`src/rtl/load_store_unit.sv`:
```
// Load/store unit between execute stage and word-organised data memory.
// Optional REQ watchdog enabled by defining LSU_TIMEOUT_EN.
//
// state | meaning
// IDLE  | waiting for a core request; illegal requests fault here
// REQ   | memory request outstanding, waiting for mem_ready_i
// RESP  | one-cycle completion, core released
module load_store_unit #(
  parameter logic [31:0] DM_BASE        = 32'h80000000,
  parameter logic [31:0] DM_LIMIT       = 32'h800003FC,
  parameter int          TIMEOUT_CYCLES = 16
) (
  input  logic        clk,
  input  logic        rst,
  input  logic        core_req_i,
  input  logic        core_we_i,
  input  logic [2:0]  core_size_i,
  input  logic [31:0] core_addr_i,
  input  logic [31:0] core_wd_i,
  output logic [31:0] core_rd_o,
  output logic        core_stall_o,
  output logic        fault_o,
  output logic        mem_req_o,
  output logic        mem_we_o,
  output logic [3:0]  mem_be_o,
  output logic [31:0] mem_addr_o,
  output logic [31:0] mem_wd_o,
  input  logic [31:0] mem_rd_i,
  input  logic        mem_ready_i
);

  typedef enum logic [1:0] {IDLE, REQ, RESP} state_t;

  state_t      state, state_nxt;
  logic        lat_we;
  logic [2:0]  lat_size;
  logic [31:0] lat_addr;
  logic [31:0] lat_wd;
  logic        illegal_now;
  logic        accept;
  logic        timeout_hit;
  logic        to_flag;
  logic [31:0] lane;
  logic [31:0] load_ext;

  always_comb begin
    illegal_now = 1'b0;
    if (core_we_i) begin
      if (core_size_i[2] || core_size_i[1:0] == 2'b11) illegal_now = 1'b1;
    end else begin
      if (core_size_i[1:0] == 2'b11 || core_size_i[2:1] == 2'b11) illegal_now = 1'b1;
    end
    if (core_size_i[1:0] == 2'b01 && core_addr_i[0]) illegal_now = 1'b1;
    if (core_size_i[1:0] == 2'b10 && core_addr_i[1:0] != 2'b00) illegal_now = 1'b1;
    if (core_addr_i < DM_BASE || core_addr_i > DM_LIMIT + 32'd3) illegal_now = 1'b1;
  end

  assign accept = (state == IDLE) && core_req_i && !illegal_now;

`ifdef LSU_TIMEOUT_EN
  localparam int CNT_W = $clog2(TIMEOUT_CYCLES + 1);
  logic [CNT_W-1:0] wd_cnt;

  // Down-counter loaded on entry to REQ; terminal count marks the last REQ cycle.
  always_ff @(posedge clk) begin
    if (rst) begin
      wd_cnt  <= '0;
      to_flag <= 1'b0;
    end else begin
      if (accept) wd_cnt <= CNT_W'(TIMEOUT_CYCLES - 1);
      else if (state == REQ && wd_cnt != '0) wd_cnt <= wd_cnt - 1'b1;
      to_flag <= timeout_hit;
    end
  end

  assign timeout_hit = (state == REQ) && !mem_ready_i && (wd_cnt == '0);
`else
  // No watchdog: REQ waits for mem_ready_i indefinitely.
  assign timeout_hit = (TIMEOUT_CYCLES < 0);
  assign to_flag     = 1'b0;
`endif

  always_ff @(posedge clk) begin
    if (rst) state <= IDLE;
    else     state <= state_nxt;
  end

  always_comb begin
    state_nxt = state;
    case (state)
      IDLE:    if (accept) state_nxt = REQ;
      REQ:     if (mem_ready_i || timeout_hit) state_nxt = RESP;
      RESP:    state_nxt = IDLE;
      default: state_nxt = IDLE;
    endcase
  end

  always_comb begin
    lane     = mem_rd_i >> {lat_addr[1:0], 3'b000};
    load_ext = lane;
    case (lat_size)
      3'b000:  load_ext = {{24{lane[7]}}, lane[7:0]};
      3'b001:  load_ext = {{16{lane[15]}}, lane[15:0]};
      3'b100:  load_ext = {24'd0, lane[7:0]};
      3'b101:  load_ext = {16'd0, lane[15:0]};
      default: load_ext = lane;
    endcase
  end

  always_ff @(posedge clk) begin
    if (rst) begin
      lat_we    <= 1'b0;
      lat_size  <= '0;
      lat_addr  <= '0;
      lat_wd    <= '0;
      core_rd_o <= '0;
    end else begin
      if (accept) begin
        lat_we   <= core_we_i;
        lat_size <= core_size_i;
        lat_addr <= core_addr_i;
        lat_wd   <= core_wd_i;
      end
      if (state == REQ && mem_ready_i) begin
        if (!lat_we) core_rd_o <= load_ext;
      end else if (timeout_hit) begin
        core_rd_o <= '0;
      end
    end
  end

  always_comb begin
    mem_req_o    = 1'b0;
    mem_we_o     = 1'b0;
    mem_be_o     = 4'b0000;
    mem_addr_o   = '0;
    mem_wd_o     = '0;
    core_stall_o = core_req_i && (state != RESP) && !illegal_now;
    fault_o      = ((state == IDLE) && core_req_i && illegal_now) ||
                   ((state == RESP) && to_flag);
    if (state == REQ) begin
      mem_req_o  = 1'b1;
      mem_we_o   = lat_we;
      mem_addr_o = {lat_addr[31:2], 2'b00};
      case (lat_size[1:0])
        2'b00: begin
          mem_be_o = 4'b0001 << lat_addr[1:0];
          mem_wd_o = {4{lat_wd[7:0]}};
        end
        2'b01: begin
          mem_be_o = 4'b0011 << lat_addr[1:0];
          mem_wd_o = {2{lat_wd[15:0]}};
        end
        default: begin
          mem_be_o = 4'b1111;
          mem_wd_o = lat_wd;
        end
      endcase
    end
  end

endmodule
```
`config.mk`:
```
export PLATFORM = sky130hd
export DESIGN_NAME = load_store_unit
export DESIGN_NICKNAME = d
export VERILOG_FILES = /design/src/rtl/load_store_unit.sv
export SDC_FILE = /design/constraint.sdc
export NUM_CORES = 1
export LEC_CHECK = 0
export ABC_AREA = 1
export CORE_AREA = 10 10 121 134
export CTS_BUF_LIST = sky130_fd_sc_hd__clkbuf_4
export CTS_CLUSTER_DIAMETER = 80
export DETAILED_ROUTE_END_ITERATION = 16
export DIE_AREA = 0 0 131 144
export PLACE_DENSITY = 0.73
export SYNTH_ARGS = -nofsm -noshare
export SYNTH_HDL_FRONTEND = slang
export SYNTH_SLANG_ARGS = --single-unit
```
`constraint.sdc`:
```
create_clock -name clk -period 2.6 [get_ports clk]
set_input_delay 0.26 -clock clk [delete_from_list [all_inputs] [get_ports clk]]
set_output_delay 0.26 -clock clk [all_outputs]
set_load 0.05 [all_outputs]
```
Yosys cells after proc, flatten, opt, wreduce, memory -nomap -nowiden
Cells that the tools add are included.
{"block": "totals", "reg_bits": 102, "latch_bits": 0, "memories": 0, "mem_bits_ro": 0, "mem_bits_rw": 0, "out_inout_bits": 104, "input_bits": 104}
{"block": "op_classes", "n_mul": 0, "div_mod_pow": 0, "mux": 17, "n_lt_le_gt_ge": 2, "bitwise": 1, "n_reduce_logical": 18, "n_addsub": 0, "n_eq_ne": 12, "shifts": 3}
{"op": "one-hot mux 32 bit (4 select lines)", "n": 1}
{"op": "2-to-1 mux 32 bit", "n": 2}
{"op": "one-hot mux 32 bit (2 select lines)", "n": 1}
{"op": "greater-than comparator 32 bit (second input constant)", "n": 1}
{"op": "less-than comparator 32 bit (second input constant)", "n": 1}
{"op": ">> shifter 32 x 5 -> 32 bit", "n": 1}
{"op": "logical AND 1 bit", "n": 8}
{"op": "2-to-1 mux 1 bit", "n": 8}
{"op": "one-hot mux 4 bit (2 select lines)", "n": 1}
{"op": "== test 2 x 1 -> 1 bit (second input constant)", "n": 3}
{"op": "== test 2 bit (second input constant)", "n": 3}
{"op": "== test 3 bit (second input constant)", "n": 2}
{"op": "!= test 2 bit (second input constant)", "n": 3}
{"op": "zero test 2 bit", "n": 2}
{"op": "2-to-1 mux 2 bit", "n": 2}
{"op": "2-to-1 mux 4 bit", "n": 1}
{"op": "one-hot mux 2 bit (2 select lines)", "n": 1}
{"op": "AND reduction 2 bit", "n": 2}
{"op": "<< shifter 1 x 2 -> 4 bit (first input constant)", "n": 1}
{"op": "<< shifter 2 x 2 -> 4 bit (first input constant)", "n": 1}
{"op": "== test 3 x 1 -> 1 bit (second input constant)", "n": 1}
{"op": "zero test 3 bit", "n": 1}
{"op": "logical OR 1 bit", "n": 3}
{"op": "nonzero test 2 bit", "n": 1}
{"op": "other kinds (2)", "n": 2}

Depth between registers and ports, before layout
{"block": "depth", "ltp_word": 11, "ltp_mapped": 10, "depth_no_buf": 9}

Worst setup path before layout
Ideal clock, no wire load.
{"block": "synth_path", "kind": "register to output", "startpoint": "reg state[0]", "endpoint": "out mem_wd_o[16]", "path_slack_ps": 139, "t_arrival_ps": 2201, "stages_incl_launch_ff": 7, "cell_sequence": "dfxtp_1 > inv_1 > nor2_1 > buf_2 > clkbuf_1 > o21ai_0 > a21oi_1"}
{"block": "synth_between", "elab_chain_cells": 2}
{"item": "start: declaration", "line_no": "34", "text": "state_t state, state_nxt;"}
{"item": "start signal: assignment", "line_no": "85", "text": "else state <= state_nxt;"}
{"item": "== test 2 x 1 -> 1 bit", "line_no": "141", "text": "if (state == REQ) begin"}
{"item": "2-to-1 mux 32 bit", "line_no": "141"}
{"item": "end: declaration", "line_no": "27", "text": "output logic [31:0] mem_wd_o,"}
No other way between the ends.

Worst setup path in the final report
{"block": "layout_path", "startpoint": "reg lat_size[1]", "endpoint": "out mem_wd_o[31]"}
{"block": "layout_between", "elab_chain_cells": 3, "elab_cells_between_ends": 4}
{"item": "start: declaration", "line_no": "36", "text": "logic [2:0] lat_size;"}
{"item": "start signal: assignment", "line_no": "120", "text": "lat_size <= core_size_i;"}
{"item": "== test 2 x 1 -> 1 bit / zero test 2 bit (equally long branches)", "line_no": "145", "text": "case (lat_size[1:0])"}
{"item": "one-hot mux 32 bit (2 select lines) *", "line_no": "145"}
{"item": "2-to-1 mux 32 bit *", "line_no": "141"}
Every way passes the cells marked *; elsewhere a longest branch is shown, timed or not.

==> out/qor.yml <==
floorplan:
  die_h_um: 144
  core_um2: 13570
  die_w_um: 131
  start_util: 0.3895
  top_level_ports: 208
  dieArea_um2: 18860
  rows: 45
power_and_ir_drop:
  leakagePower_nw: 3.831
  p_total_mw: 2.579
  p_per_area_nw_per_um2: 313.5
  ir_worst_vdd_v: 0.0001772
yosys:
  async_flop_share: 0
  postSynthCellCount: 847
  seq_area_frac_synth: 0.3864
  synth_cell_types: 31
  synth-edff-count: 0
  netlist.area_leader.share: 0.3864
  avgSynthCellArea_um2: 6.240
  ys_ff_latch: 102
  synth.area.top_cells: "dfxtp_1, nor2_1, nand2_1"
  synth_area_leader_cell: "dfxtp_1"
  synth_common_cells: "nor2_1, nand2_1, inv_1"
  syn_area_um2: 5285
  ys_warn_count: 0
  ys.flop_type: "dfxtp_1"
  yosysMostFrequentCell: "nor2_1"
critical_path:
  required_ns: 2.34
  start_kind: "flip-flop"
  cp_top_family: "buffers and inverters"
  slowest_delay_ns: 0.39
  path_max_fanout: 29
  cp.arrival_ns: 2.15
  startpoint: "lat_size[1]"
  path_cells: "buf_4 > nor2_1 > buf_4 > nand2_1 > o21ai_0 > a211oi_1 > buf_12"
  rr_startpoint: "lat_addr[1]"
  slowest_stage: "a211oi_1"
  crit_path_end_kind: "output pin"
  crit_path_frequent_cell: "buf_4"
  criticalPathCategory: "flip-flop to output pin"
  critPathBufInv: 3
clock_tree:
  path_clk_slew_ns: 0.17
  cts_max_level: 3
  clock-root-buffer: "clkbuf_4"
  cts_buffers: 9
  cts_resized: 0
  cts_setup_buffers: 0
  hold_buffers: 0
  cts.sinks: 102
  cts_tree: "done"
  cts_buffer_depth: 2
  clk_latency_ns: 0.48
finish:
  post-route-util: 0.6063
  finalNetCount: 1128
  area.growth.synth_to_final_pct: 55.66
  drive_gt1_frac: 0.1127
  fin_area_um2: 8227
  final_cells: 1218
route:
  post-route-drc-count: 0
  routed_wirelength_mm: 18.21
  drt-initial-drc-count: 331
  ant_nets: 0
  routed_via_density: 4.646
  drt_first_pass_iters: 5
  wire_per_inst_um: 14.95
  via_count: 5659
timing:
  final.setup.worst_slack_ns: 0.1870
  finalSetupTns_ns: 0
  skew_ns: 0.01807
  max_clock_freq_mhz: 414.4
  slew_headroom: 0.5487
  holdWs_ns: 0.3519
  setup_viol: 0
  report.final.slew_viol_count: 0
  grt_setup_unrepaired: "false"
  min_period_ns: 2.413
  worst_slew_pin_slew_ns: 0.6762
  post-route-period-util: 0.9281
  hold_violations: 0
global_route:
  grt.overflow.total: 0
  grt_pass1_vias: 5499
  grt_use_total: 0.1909
  grt_pass1_wl_mm: 28.47
  antenna_found_initial: 1
  grt_max_degree: 95
placed_design:
  place_ws_ns: 0.6450
  hpwl_mm: 13.68
  gp_congestion: 0.9175
  placed_cell_area_um2: 8110
  dp_cells: 1201
  portBuffers: 205
worst_hold_path:
  hold_class: "input port to flip-flop"
  min-delay-start: "core_wd_i[4]"
run:
  drv_cap: 0
run_status:
  status: "finished, final reports clean"
## layout make-up
class / count / area, µm²
sequential: 102 / 2042
timing repair buffer: 221 / 2885
clock buffer: 10 / 75.07
multi-input combinational: 565 / 2479
clock inverter: 6 / 38.79
tap: 188 / 235.2
fill: 1296 / 5343
inverter: 125 / 469.2
antenna: 1 / 2.502
## cell families (layout without fill, tap and decap cells)
group                  count (synthesis)  in the layout  synth area share
other                                  1              3         0.0007095
AND/OR/NAND/NOR                      454            454            0.3397
buffers and inverters                181            362            0.1468
AO/OA/AOI/OAI                        102            102            0.1132
flip-flops                           102            102            0.3864
multiplexers                           7              7           0.01326
## power breakdown
part / internal, mW / total [mW] / leakage [nW] / switching, mW
clock: 0.204 / 0.754 / 0.0622 / 0.550
sequential: 1.56 / 1.56 / 0.821 / 0.0000000368
combinational: 0.159 / 0.262 / 2.95 / 0.103
total: 1.93 / 2.58 / 3.83 / 0.652
## per-layer routing
| layer | track usage | wire length, µm | up-vias | share of wire |
|---|---|---|---|---|
| met4 | 0.05858 | 307 | 0 | 0.017 |
| met1 | 0.2204 | 7316 | 2537 | 0.40 |
| met5 | 0 | 0 | - | 0 |
| li1 | - | - | 2920 | - |
| met2 | 0.3283 | 8860 | 183 | 0.49 |
| met3 | 0.05969 | 1725 | 19 | 0.095 |
## sequential cells by signal, summed over array words and instances (netlist names)
register	cells
lat_addr	32
core_rd_o	32
lat_wd	32
lat_size	3
state	2
lat_we	1
## cell usage in the layout, fill, tap and decap left out
cell / instances
buf_4: 15
mux2i_1: 7
o21a_1: 1
clkbuf_4: 10
a21oi_2: 2
clkinvlp_4: 2
buf_12: 71
nand2_1: 168
nand3_4: 2
a22oi_2: 1
dfxtp_1: 102
conb_1: 2
clkinv_4: 1
clkdlybuf4s50_1: 135
nor2_1: 233
a211oi_1: 2
o2111a_1: 1
nor2_2: 1
diode_2: 1
o21ai_2: 1
a21oi_1: 27
a31oi_1: 7
clkinv_2: 3
nor3_1: 1
a21o_1: 8
inv_2: 6
a221oi_1: 7
o21ai_0: 45
nand4_1: 1
nand3_1: 47
inv_1: 118
clkinv_1: 1
nand3_2: 1
## worst register-to-register path, cell delays in order, from the launching register on
cell and delay, ns:
dfxtp_1 0.34, inv_1 0.50, nand2_1 0.56, nor2_1 0.33, nor2_1 0.06, nand3_1 0.09
nand2_1 0.06, inv_1 0.05
## final timing paths
check / cells after the start / slack, ns / end
worst max register to register: 7 / 0.58 / core_rd_o[22]
worst min register to register: 2 / 0.46 / lat_addr[14]
worst min-delay path: 3 / 0.35 / lat_wd[4]
worst max-delay path: 7 / 0.19 / mem_wd_o[31]
Note: power is estimated with default switching activity, not from simulation.
